### src/rtl/step_ctrl_pkg.sv
// Shared types and default constants for the CPU step controller.
package step_ctrl_pkg;

  typedef enum logic [1:0] {
    ST_PAUSE = 2'b00,
    ST_RUN   = 2'b01,
    ST_STEP  = 2'b10
  } step_state_e;

  localparam int unsigned DEBOUNCE_CYCLES_DEF = 1_000_000;
  localparam int unsigned SYNC_STAGES_DEF     = 2;
  localparam int unsigned STEP_CNT_W_DEF      = 32;

endpackage

### src/rtl/button_debouncer.sv
// Synchronizer, debounce counter and one-cycle press pulse for an active-low button.
// Macro STEP_CTRL_DEBOUNCE_EN enables the counter; otherwise the synchronized level is used directly.
module button_debouncer
  import step_ctrl_pkg::*;
#(
  parameter int unsigned DEBOUNCE_CYCLES = DEBOUNCE_CYCLES_DEF,
  parameter int unsigned SYNC_STAGES     = SYNC_STAGES_DEF
) (
  input  logic clk,
  input  logic reset_n,
  input  logic btn_n,
  output logic press
);

`ifdef STEP_CTRL_DEBOUNCE_EN
  localparam bit DEB_EN = 1'b1;
`else
  localparam bit DEB_EN = 1'b0;
`endif

  logic [SYNC_STAGES-1:0] sync;
  logic                   btn_sync;

  // Synchronizer resets to the released level so reset release is not seen as a press.
  always_ff @(posedge clk or negedge reset_n) begin
    if (!reset_n) sync <= '1;
    else          sync <= {sync[SYNC_STAGES-2:0], btn_n};
  end

  assign btn_sync = sync[SYNC_STAGES-1];

  // A one-cycle threshold is identical to the bypass path, so it shares it.
  if (DEB_EN && DEBOUNCE_CYCLES > 1) begin : g_debounce
    localparam int unsigned    CNT_W    = $clog2(DEBOUNCE_CYCLES);
    localparam logic [CNT_W-1:0] CNT_LAST = CNT_W'(DEBOUNCE_CYCLES - 1);

    logic [CNT_W-1:0] cnt;
    logic             level;

    always_ff @(posedge clk or negedge reset_n) begin
      if (!reset_n) begin
        cnt   <= '0;
        level <= 1'b1;
        press <= 1'b0;
      end else begin
        press <= 1'b0;
        if (btn_sync == level) begin
          cnt <= '0;
        end else if (cnt == CNT_LAST) begin
          cnt   <= '0;
          level <= btn_sync;
          press <= ~btn_sync;
        end else begin
          cnt <= cnt + 1'b1;
        end
      end
    end
  end else begin : g_bypass
    logic level;

    always_ff @(posedge clk or negedge reset_n) begin
      if (!reset_n) begin
        level <= 1'b1;
        press <= 1'b0;
      end else begin
        level <= btn_sync;
        press <= level & ~btn_sync;
      end
    end
  end

endmodule

### src/rtl/cpu_step_controller.sv
// Turns the divider tick and board buttons into single-cycle cpu_en pulses with run/pause/step modes.
// Optional macro STEP_CTRL_DEBOUNCE_EN enables button debounce counters (see button_debouncer).
module cpu_step_controller
  import step_ctrl_pkg::*;
#(
  parameter int unsigned DEBOUNCE_CYCLES = DEBOUNCE_CYCLES_DEF,
  parameter int unsigned SYNC_STAGES     = SYNC_STAGES_DEF,
  parameter int unsigned STEP_CNT_W      = STEP_CNT_W_DEF
) (
  input  logic                  clk,
  input  logic                  reset_n,
  input  logic                  tick_src,
  input  logic                  btn_run_n,
  input  logic                  btn_step_n,
  input  logic                  halt_req,
  output logic                  cpu_en,
  output logic [1:0]            mode,
  output logic [STEP_CNT_W-1:0] step_count
);

  step_state_e            state, state_next;
  logic                   en_next;
  logic                   run_press, step_press;
  logic [SYNC_STAGES-1:0] tick_sync;
  logic                   tick_prev, tick_rise;

  // The edge pulse is registered, giving SYNC_STAGES+1 cycles from sampling to the FSM decision.
  always_ff @(posedge clk or negedge reset_n) begin
    if (!reset_n) begin
      tick_sync <= '0;
      tick_prev <= 1'b0;
      tick_rise <= 1'b0;
    end else begin
      tick_sync <= {tick_sync[SYNC_STAGES-2:0], tick_src};
      tick_prev <= tick_sync[SYNC_STAGES-1];
      tick_rise <= tick_sync[SYNC_STAGES-1] & ~tick_prev;
    end
  end

  button_debouncer #(
    .DEBOUNCE_CYCLES(DEBOUNCE_CYCLES),
    .SYNC_STAGES    (SYNC_STAGES)
  ) u_run_btn (
    .clk    (clk),
    .reset_n(reset_n),
    .btn_n  (btn_run_n),
    .press  (run_press)
  );

  button_debouncer #(
    .DEBOUNCE_CYCLES(DEBOUNCE_CYCLES),
    .SYNC_STAGES    (SYNC_STAGES)
  ) u_step_btn (
    .clk    (clk),
    .reset_n(reset_n),
    .btn_n  (btn_step_n),
    .press  (step_press)
  );

  always_ff @(posedge clk or negedge reset_n) begin
    if (!reset_n) begin
      state      <= ST_PAUSE;
      cpu_en     <= 1'b0;
      step_count <= '0;
    end else begin
      state  <= state_next;
      cpu_en <= en_next;
      if (en_next) step_count <= step_count + 1'b1;
    end
  end

  always_comb begin
    state_next = state;
    if (halt_req && state != ST_PAUSE) begin
      state_next = ST_PAUSE;
    end else begin
      unique case (state)
        ST_PAUSE: begin
          if (run_press)       state_next = ST_RUN;
          else if (step_press) state_next = ST_STEP;
        end
        ST_RUN:   if (run_press) state_next = ST_PAUSE;
        ST_STEP:  state_next = ST_PAUSE;
        default:  state_next = ST_PAUSE;
      endcase
    end
  end

  // Halt in RUN/STEP and a run press in RUN both suppress the pulse in that cycle.
  always_comb begin
    en_next = 1'b0;
    if (!(halt_req && state != ST_PAUSE)) begin
      unique case (state)
        ST_RUN:  en_next = tick_rise & ~run_press;
        ST_STEP: en_next = 1'b1;
        default: en_next = 1'b0;
      endcase
    end
  end

  assign mode = state;

endmodule

### config.mk
export PLATFORM = sky130hd
export DESIGN_NAME = cpu_step_controller
export DESIGN_NICKNAME = d
export VERILOG_FILES = /design/src/rtl/step_ctrl_pkg.sv /design/src/rtl/button_debouncer.sv /design/src/rtl/cpu_step_controller.sv
export SDC_FILE = /design/constraint.sdc
export NUM_CORES = 1
export LEC_CHECK = 0
export ABC_CLOCK_PERIOD_IN_PS = 3100
export BUFFER_PORTS_ARGS = -buffer_cell sky130_fd_sc_hd__buf_2
export CORE_MARGIN = 2
export CORE_UTILIZATION = 36
export CTS_CLUSTER_SIZE = 24
export DETAILED_ROUTE_END_ITERATION = 7
export GPL_ROUTABILITY_DRIVEN = 0
export SLEW_MARGIN = 20
export SYNTH_ARGS = -nofsm -noshare
export SYNTH_HDL_FRONTEND = slang
export SYNTH_SLANG_ARGS = --single-unit
export TNS_END_PERCENT = 5
### constraint.sdc
create_clock -name clk -period 3.1 [get_ports clk]
set_input_delay 0.31 -clock clk [delete_from_list [all_inputs] [get_ports clk]]
set_output_delay 0.31 -clock clk [all_outputs]
set_load 0.03 [all_outputs]
==> qor.csv <==
metric,value,unit
status,"complete, but fails checks",
failing checks,hold timing,
Via density,4.72,
Remaining DRCs,0,
fillcell total,536,
Netlist cell types,32,
die area,6230,um2
Final setup viols,0,
met1 Resource Use GR,18.9,%
post-synthesis simple-gate area fraction,21.2,%
Max Transition Viols Final,0,
final core utilization,44.4,%
most frequent cells in the layout,"dfrtp_1, buf_2, xnor2_1",
"commonest non-fill, non-tap cell in the layout",dfrtp_1,
worst-margin pin slew,0.574,ns
share of cells above drive strength 1,31.4,%
DRT antenna net count,0,
leakage dissipation,1.22,nW
Min-Delay Path Class,input pin to async pin,
H-tree depth,2,
Compound-Gate Fraction of Synth Area,2.41,%
Clock Latency Late Sink,0.30,ns
Final Hold Viols,6,
GRT Total Usage,13.5,%
xor-xnor portion of the synthesized cell area,13.4,%
multiplexer share of the synthesized area,0.557,%
RSZ-0062 raised after global routing,no,
Worst Setup SP,mode[0],
"CP delay by family, top",simple AND/OR/NAND/NOR gates,
Area Growth Syn to Fin,20.0,%
final hold slack,-0.00716,ns
"CTS clk-pin slew, worst paths",0.09,ns
starting DRC count in detailed routing,32,
largest net degree at the start of global routing,48,
Rows,27,
CTS Buf Count,5,
first-pass GRT wire length,6510,um
worst-path cell chain,inv_1 -> ha_1 -> nand2b_1 -> o2111ai_2 -> nor4_4 -> nand3_1 -> xnor2_1,
worst-path fanout max,7,
initial antenna violation count,0,
min cycle time layout,2.07,ns
Die X-Extent,78.9,um
WP buf/inv,1,
Cell Pwr Density,600,nW/um2
CP Depth,7,
Post-CTS Setup Inserts,0,
vias,1330,
maximum clock frequency,482,MHz
placed insts,274,
root buffer cell,clkbuf_8,
post_cts resized,0,
io pins,41,
Initial Util,36.9,%
max-cap violations,0,
cts hold-fix bufs,0,
number of warnings issued by yosys,0,
"EDFF count, synth",0,
met3 Usage GRT,4.32,%
worst r2r src,mode[0],
Mapped Area,2020,um2
Worst IR Drop VDD,361,uV
worst-path cell with the longest stage delay,nor4_4,
Worst Setup EP,step_count[30],
Tcrit/Tclk final,66.9,%
CTS tree,done,
HPWL reported at the end of detailed placement,2820,um
vias in the first global route,1346,
Critical Path RT,3.29,ns
reg-to-reg endpoint,step_count[30],
clk_skew,0.00860,ns
critical path endpoint category,register,
main combinational cell family by area after synthesis,simple AND/OR/NAND/NOR gates,
Reg2Reg Depth,7,
Synth async-reset ratio,100,%
Mapped Nets,173,
clock tree buffer depth,2,
"Seq/Total Area, Yosys",58.5,%
count of state elements after synthesis,47,
startpoint types,register,
port bufs,40,
Rel. slew slack,61.7,%
DR WL/cell,13.3,um
Multi-input gate area,823,um2
R2R setup slack,1.03,ns
WS Path Type,register to register,
die height,78.9,um
clock sink count,47,
Reg area,1180,um2
WP data arrival,2.27,ns
final WL,3750,um
slowest cell delay on critical path,0.43,ns
1st-pass router iterations,4,
ant diodes,0,
core area,5470,um2
Non-Filler Instances,282,
Syn Inst Count,162,
M2 GR Usage,20.3,%
Synth Area per Inst,12.5,um2
most used routing layer,met2,
"Top FF cell, synth",dfrtp_1,
nets,220,
Overflow after GRT,0,
setup_tns,0,ns
post-synthesis adder-cell area fraction,3.09,%
-- worst min path at each step --
| stage | end | slack (ns) | cells after the start |
|---|---|---|---|
| 2_1_floorplan | cpu_en | 0.01 | 0 |
| 4_1_cts | u_run_btn.sync[0] | 0.09 | 1 |
| 6_report | step_count[29] | -0.007 | 1 |
| 5_1_grt | step_count[29] | 0.04 | 1 |
| 3_5_place_dp | tick_sync[1] | 0.35 | 0 |
| 3_3_place_gp | tick_sync[1] | 0.33 | 0 |
-- routing by layer --
metal  wire, um  part of all wire (%)
met1       1780                    47
met2       1690                    45
met3        230                   6.1
met4         50                   1.3
met5          0                     0
-- layout make-up --
| class | instances | share of cell area [%] |
|---|---|---|
| multi-input cells | 111 | 33.9 |
| repair buffers | 40 | 8.35 |
| clock buffers | 5 | 2.84 |
| inverters | 4 | 0.619 |
| clock inverters | 3 | 1.80 |
| well taps | 72 | 3.71 |
| flip-flops and latches | 47 | 48.8 |
-- synth_stat cells, types with 2 or more instances --
cell type | count | area share (%)
a21oi_1 | 2 | 0.50
xor2_1 | 9 | 3.9
nand3_1 | 13 | 3.2
nor2_1 | 10 | 1.9
xnor2_1 | 22 | 9.5
nor2b_1 | 5 | 1.5
dfrtp_1 | 41 | 51
and2_1 | 2 | 0.62
nand2_1 | 13 | 2.4
and3_1 | 6 | 1.9
dfstp_2 | 6 | 7.8
nand4_1 | 4 | 1.2
inv_1 | 4 | 0.74
ha_1 | 5 | 3.1
nor3_2 | 2 | 0.99
nor4_4 | 2 | 2.1
-- registers in the layout, summed over array words and instances (netlist names) --
name                       count
cpu_en                         1
mode                           2
step_count                    32
tick_prev                      1
tick_rise                      1
tick_sync                      2
u_run_btn.g_bypass.level       1
u_run_btn.press                1
u_run_btn.sync                 2
u_step_btn.g_bypass.level      1
u_step_btn.press               1
u_step_btn.sync                2
-- logic make-up (layout without fill, tap and decap cells) --
logic type / count (synthesis) / after routing
AOI/OAI and AO/OA: 6 / 6
xor gates and xnor gates: 31 / 31
adders and majority gates: 5 / 5
buffers and inverters: 4 / 52
DFF: 47 / 47
muxes: 1 / 1
and+or+nand+nor: 68 / 68
-- report_power, final --
part / internal [mW] / switching (mW) / leakage [nW]
sequential: 0.662 / 0.0434 / 0.618
clock: 0.240 / 0.206 / 0.0581
combinational: 0.102 / 0.202 / 0.548
-- per-stage QoR --
step	cell area, um2	worst slack [ns]	total power [mW]
floorplan	2020	1.06	0.930
detailed placement	2310	1.01	1.03
CTS	2420	0.990	1.48
finish	2430	1.03	1.46
global placement	2310	1.08	1.02
global route	2430	0.851	1.54
Power figures use the tool's default switching activity.
